<file path="config.mk">
export PLATFORM = sky130hd
export DESIGN_NAME = cordic_iter_ctrl
export DESIGN_NICKNAME = d
export VERILOG_FILES = /design/src/rtl/cordic_pkg.sv /design/src/rtl/cordic_barrel_shift.sv /design/src/rtl/cordic_iter_ctrl.sv
export SDC_FILE = /design/constraint.sdc
export NUM_CORES = 1
export LEC_CHECK = 0
export CAP_MARGIN = 20
export CORE_AREA = 3 3 205 207
export CTS_CLUSTER_DIAMETER = 40
export DETAILED_ROUTE_END_ITERATION = 8
export DIE_AREA = 0 0 208 210
export DONT_BUFFER_PORTS = 1
export GPL_TIMING_DRIVEN = 0
export PLACE_DENSITY = 0.52
export SLEW_MARGIN = 20
export SYNTH_ARGS = -nofsm -noshare
export SYNTH_HDL_FRONTEND = slang
export SYNTH_SLANG_ARGS = --single-unit
export TNS_END_PERCENT = 10
</file>
<file path="constraint.sdc">
create_clock -name clk -period 5.39 [get_ports clk]
set_input_delay 0.8085 -clock clk [delete_from_list [all_inputs] [get_ports clk]]
set_output_delay 0.8085 -clock clk [all_outputs]
set_load 0.05 [all_outputs]
</file>
<file path="src/rtl/cordic_pkg.sv">
// Shared constants for the CORDIC iteration controller: atan table, gain constant and FSM states.
package cordic_pkg;

   localparam int unsigned LUT_DEPTH = 32;

   // Q2.30 reciprocal of the CORDIC gain
   localparam logic [31:0] K_Q30 = 32'h26DD3B6A;

   // atan(2^-i) in angle units where 2^32 is one full turn
   localparam logic [31:0] ATAN_LUT [0:LUT_DEPTH-1] = '{
      32'h20000000, 32'h12E4051E, 32'h09FB385B, 32'h051111D4,
      32'h028B0D43, 32'h0145D7E1, 32'h00A2F61E, 32'h00517C55,
      32'h0028BE53, 32'h00145F2F, 32'h000A2F98, 32'h000517CC,
      32'h00028BE6, 32'h000145F3, 32'h0000A2FA, 32'h0000517D,
      32'h000028BE, 32'h0000145F, 32'h00000A30, 32'h00000518,
      32'h0000028C, 32'h00000146, 32'h000000A3, 32'h00000051,
      32'h00000029, 32'h00000014, 32'h0000000A, 32'h00000005,
      32'h00000003, 32'h00000001, 32'h00000001, 32'h00000000
   };

   typedef enum logic [1:0] {
      IDLE,
      PRESCALE,
      ITER,
      DONE
   } state_e;

endpackage

</file>
<file path="src/rtl/cordic_barrel_shift.sv">
// Arithmetic right shifter for the per-iteration x/y shift terms of the CORDIC datapath.
module cordic_barrel_shift #(
   parameter int unsigned WIDTH = 32,
   parameter int unsigned SH_W  = 5
) (
   input  logic [WIDTH-1:0] din,
   input  logic [SH_W-1:0]  shamt,
   output logic [WIDTH-1:0] dout
);

   always_comb begin
      dout = $signed(din) >>> shamt;
   end

endmodule

</file>
<file path="src/rtl/cordic_iter_ctrl.sv">
// CORDIC iteration sequencer: issues one ALU pass per cycle and returns the final vector.
// Define CORDIC_GAIN_COMP_EN to add a one-cycle PRESCALE pass that removes the CORDIC gain.
module cordic_iter_ctrl
   import cordic_pkg::*;
#(
   parameter int unsigned WIDTH  = 32,
   parameter int unsigned N_ITER = 16,
   parameter int unsigned CNT_W  = 5
) (
   input  logic             clk,
   input  logic             rst,
   input  logic             in_valid,
   output logic             in_ready,
   input  logic [WIDTH-1:0] in_x,
   input  logic [WIDTH-1:0] in_y,
   input  logic [WIDTH-1:0] in_target,
   input  logic [3:0]       in_select,
   output logic [WIDTH-1:0] alu_x_init,
   output logic [WIDTH-1:0] alu_y_init,
   output logic [WIDTH-1:0] alu_x_shift,
   output logic [WIDTH-1:0] alu_y_shift,
   output logic [WIDTH-1:0] alu_angle,
   output logic [WIDTH-1:0] alu_delta,
   output logic [WIDTH-1:0] alu_target,
   output logic [3:0]       alu_select,
   output logic             alu_valid,
   input  logic [WIDTH-1:0] alu_x_res,
   input  logic [WIDTH-1:0] alu_y_res,
   input  logic [WIDTH-1:0] alu_angle_res,
   input  logic [3:0]       alu_select_res,
   input  logic             alu_valid_res,
   output logic             out_valid,
   input  logic             out_ready,
   output logic [WIDTH-1:0] out_x,
   output logic [WIDTH-1:0] out_y,
   output logic [WIDTH-1:0] out_angle,
   output logic [3:0]       out_select
);

   localparam logic [CNT_W-1:0] LAST_I = CNT_W'(N_ITER - 1);

   state_e           state_q, state_d;
   logic [CNT_W-1:0] i_q, i_d;
   logic [WIDTH-1:0] x_q, x_d, y_q, y_d;
   logic [WIDTH-1:0] angle_q, angle_d, target_q, target_d;
   logic [3:0]       select_q, select_d;
   logic [WIDTH-1:0] x_shift, y_shift;
   logic             unused_select_res;

`ifdef CORDIC_GAIN_COMP_EN
   function automatic logic [WIDTH-1:0] gain_scale(input logic [WIDTH-1:0] v);
      logic signed [2*WIDTH-1:0] prod;
      prod = $signed({{WIDTH{v[WIDTH-1]}}, v}) * $signed({{WIDTH{1'b0}}, WIDTH'(K_Q30)});
      return prod[WIDTH+29:30];
   endfunction
`endif

   always_comb begin
      state_d  = state_q;
      i_d      = i_q;
      x_d      = x_q;
      y_d      = y_q;
      angle_d  = angle_q;
      target_d = target_q;
      select_d = select_q;
      case (state_q)
         IDLE: begin
            if (in_valid) begin
               x_d      = in_x;
               y_d      = in_y;
               angle_d  = '0;
               target_d = in_target;
               select_d = in_select;
               i_d      = '0;
`ifdef CORDIC_GAIN_COMP_EN
               state_d  = PRESCALE;
`else
               state_d  = ITER;
`endif
            end
         end
         PRESCALE: begin
`ifdef CORDIC_GAIN_COMP_EN
            x_d = gain_scale(x_q);
            y_d = gain_scale(y_q);
`endif
            state_d = ITER;
         end
         ITER: begin
            // a missing ALU result freezes the whole pass, counter included
            if (alu_valid_res) begin
               x_d     = alu_x_res;
               y_d     = alu_y_res;
               angle_d = alu_angle_res;
               if (i_q == LAST_I) begin
                  state_d = DONE;
               end else begin
                  i_d = i_q + CNT_W'(1);
               end
            end
         end
         DONE: begin
            if (out_ready) begin
               state_d = IDLE;
            end
         end
         default: state_d = IDLE;
      endcase
   end

   always_ff @(posedge clk) begin
      if (rst) begin
         state_q  <= IDLE;
         i_q      <= '0;
         x_q      <= '0;
         y_q      <= '0;
         angle_q  <= '0;
         target_q <= '0;
         select_q <= '0;
      end else begin
         state_q  <= state_d;
         i_q      <= i_d;
         x_q      <= x_d;
         y_q      <= y_d;
         angle_q  <= angle_d;
         target_q <= target_d;
         select_q <= select_d;
      end
   end

   cordic_barrel_shift #(.WIDTH(WIDTH), .SH_W(CNT_W)) u_shift_x (
      .din   (x_q),
      .shamt (i_q),
      .dout  (x_shift)
   );

   cordic_barrel_shift #(.WIDTH(WIDTH), .SH_W(CNT_W)) u_shift_y (
      .din   (y_q),
      .shamt (i_q),
      .dout  (y_shift)
   );

   assign in_ready    = (state_q == IDLE);
   assign alu_valid   = (state_q == ITER);
   assign out_valid   = (state_q == DONE);
   assign alu_x_init  = x_q;
   assign alu_y_init  = y_q;
   assign alu_x_shift = x_shift;
   assign alu_y_shift = y_shift;
   assign alu_angle   = angle_q;
   assign alu_delta   = WIDTH'(ATAN_LUT[i_q]);
   assign alu_target  = target_q;
   assign alu_select  = select_q;
   assign out_x       = x_q;
   assign out_y       = y_q;
   assign out_angle   = angle_q;
   assign out_select  = select_q;

   assign unused_select_res = ^alu_select_res;

endmodule

</file>
==> results.yml <==
min_path:
  hold_path_class: "input pin to flip-flop"
  min_from: "out_ready"
  min_to: "state_q[1]$_SDFFE_PP0P_"
  hold_depth: 1
power:
  leakagePower_nw: 4.79
  p_per_area_nw_per_um2: 325
  vdd_ir_drop_max_mv: 0.236
route:
  drt-wirelength-per-cell_um: 31.1
  routed_wl_mm: 61.5
  via_count: 12000
  routed_via_density: 6.05
  firstDrtPassIters: 6
  drc: 0
  drtIter0Drc: 1477
  ant_nets: 0
placement:
  placedInstanceArea_um2: 12000
  place_congestion: 1.01
  place_hpwl_mm: 48.9
  io_buffers: 0
worst_setup_path:
  crit_slowest_cell: "a21oi_2"
  r2r-start: "i_q[3]$_SDFFE_PP0P_"
  required_ns: 4.58
  crit_cells: 10
  rr_worst_depth: 10
  startpoint_type: "flip-flop"
  crit_path_end_kind: "output pin"
  r2r_setup_slack_ns: 1.66
  rr_endpoint: "i_q[1]$_SDFFE_PP0P_"
  worstPathArrival_ns: 4.28
  crit_path_frequent_cell: "buf_2"
  path_max_fanout: 13
  critPathBufInv: 6
  worstSetupPathType: "flip-flop to output pin"
  cp_slowest_stage_delay_ns: 0.65
  crit_chain: "buf_2 -> inv_2 -> buf_2 -> buf_2 -> buf_2 -> ha_1 -> clkbuf_1 -> o21ai_0 -> a21oi_2 -> a221o_1"
  path_delay_family: "buffers and inverters"
global_route:
  first_global_vias: 11500
  gr-total-overflow: 0
  grt_pass1_wl_mm: 86.4
  antenna_found_initial: 3
  grt.busiest_layer: "met2"
  grtUsageMet2: 0.409
  met3_usage: 0.0842
  grt_max_degree: 17
  grtUsageTotal: 0.267
  use_met1: 0.359
sta:
  tightest_slew_ns: 1.22
  slew_violations: 0
  whs_ns: 0.443
  rsz0062_at_grt: "no"
  finalHoldViolations: 0
  clock_skew_ns: 0.00908
  fmax_mhz: 196
  fin_crit_sh: 0.945
  setup_violations: 0
  slew_headroom: 0.199
  min_period_ns: 5.09
  tns_ns: 0
synth:
  ys_async_sr_fraction: 0
  synth_top_cell_by_area: "dfxtp_1"
  syn_area_um2: 11100
  yosysSeqAreaShare: 0.250
  synth_edf_count: 0
  synth_flop_cell: "dfxtp_1"
  synthCells: 1402
  syn_avg_cell_area_um2: 7.94
  synth_cell_types: 65
  synth_top_area_frac: 0.250
  ys_warn_count: 0
  synthTopCellsByArea: "dfxtp_1, mux4_2, nand2_1, buf_4, mux2i_1"
  ys_seq_elements: 139
floorplan:
  rows: 74
  start_util: 0.274
  ios: 536
  die_y_um: 210
  die_w_um: 208
  dieArea_um2: 43700
  coreArea_um2: 40600
layout:
  fillCellCount: 4425
  regArea_um2: 2780
  multi_input_area_um2: 7080
  area_growth_pct: 12.8
  final_cell_area_um2: 12600
  drive_above_1_share: 0.192
  mostFrequentLayoutCell: "nand2_1"
  final_cell_mix: "nand2_1, dfxtp_1, nor2_1, buf_4, clkbuf_1"
  fin_nets: 1645
clocking:
  root_buffer: "clkbuf_16"
  cts_buffers: 17
  path_clk_slew_ns: 0.07
  cts_tree: "built"
  clock_path_buffers: 2
  clock_latency_ns: 0.46
  post-cts-setup-buffers: 0
  clkSinkCount: 139
  cts_max_level: 4
  cts_resized: 0
  cts_hold_buf: 0
status:
  run_status: "complete, no violations"
job:
  max-cap-violations: 0
[sequential cells by signal (all words and copies together), names as in the netlist]
name        flops
alu_angle      32
alu_select      4
alu_target     32
alu_x_init     32
alu_y_init     32
i_q             5
state_q         2
[routing by layer]
layer	routed length (um)	vias to the layer above
met4	1700	0
li1	-	5046
met2	27300	857
met1	25900	5946
met5	0	-
met3	6660	111
[cell usage after synthesis (24+ instances only)]
| master | instances |
|---|---|
| mux4_2 | 49 |
| a311oi_1 | 65 |
| a21oi_1 | 79 |
| clkbuf_1 | 88 |
| dfxtp_1 | 139 |
| buf_4 | 108 |
| nor2_1 | 137 |
| o21ai_0 | 24 |
| mux2_1 | 25 |
| a22oi_1 | 42 |
| nand2_1 | 284 |
| mux2i_1 | 63 |
[cell families after synthesis]
family / after synthesis / synth area share
AO/OA/AOI/OAI: 350 / 0.225
XOR/XNOR: 2 / 0.00157
adder cells (fa/ha/maj): 11 / 0.0124
buffers and inverters: 247 / 0.125
flip-flops: 139 / 0.250
multiplexers: 159 / 0.204
other: 1 / 0.000337
AND/OR/NAND/NOR: 493 / 0.181
[worst reg2reg max path: stages, from the launching register on]
cell and delay [ns]:
dfxtp_1 0.45, buf_2 0.34, buf_2 0.28, clkbuf_1 0.47, clkbuf_1 0.59, nand2_1 0.23
nor2_1 0.24, ha_1 0.40, a211oi_2 0.22, mux2_1 0.36, nor2_1 0.08
[report_power, final]
group | total [W] | switching, W | internal [W]
Clock | 0.00116 | 0.000550 | 0.000614
Sequential | 0.00150 | 0.000401 | 0.00110
Combinational | 0.00142 | 0.00103 | 0.000393
Total | 0.00408 | 0.00198 | 0.00210
[cell type report]
cell class / count / area share
Clock buffer: 17 / 0.0339
Sequential cell: 139 / 0.222
Multi-Input combinational cell: 1017 / 0.564
Buffer: 237 / 0.108
Clock inverter: 15 / 0.0116
Tap cell: 532 / 0.0530
Antenna cell: 3 / 0.000598
Inverter: 10 / 0.00299
Timing Repair Buffer: 7 / 0.00448
[worst max-delay path by stage]
stage / startpoint / end / slack (ns)
after CTS: i_q[1]$_SDFFE_PP0P_ / alu_delta[1] / 0.27
after global placement: i_q[0]$_SDFFE_PP0P_ / alu_delta[1] / 0.50
after global routing: i_q[1]$_SDFFE_PP0P_ / alu_delta[1] / 0.07
after floorplan: i_q[1]$_SDFFE_PP0P_ / alu_delta[1] / 1.41
final: i_q[1]$_SDFFE_PP0P_ / alu_delta[1] / 0.30
after detailed placement: i_q[1]$_SDFFE_PP0P_ / alu_delta[1] / 0.79
[stage by stage]
step,setup slack (ns),total power (W),utilization,instances
floorplan,1.41,0.00254,-,1403
global placement,0.501,0.00289,0.291,1935
detailed placement,0.789,0.00291,0.295,1942
CTS,0.269,0.00409,0.309,1974
global route,0.0719,0.00421,0.310,1977
finish,0.298,0.00408,0.310,1977
(Power assumes the default switching activity.)
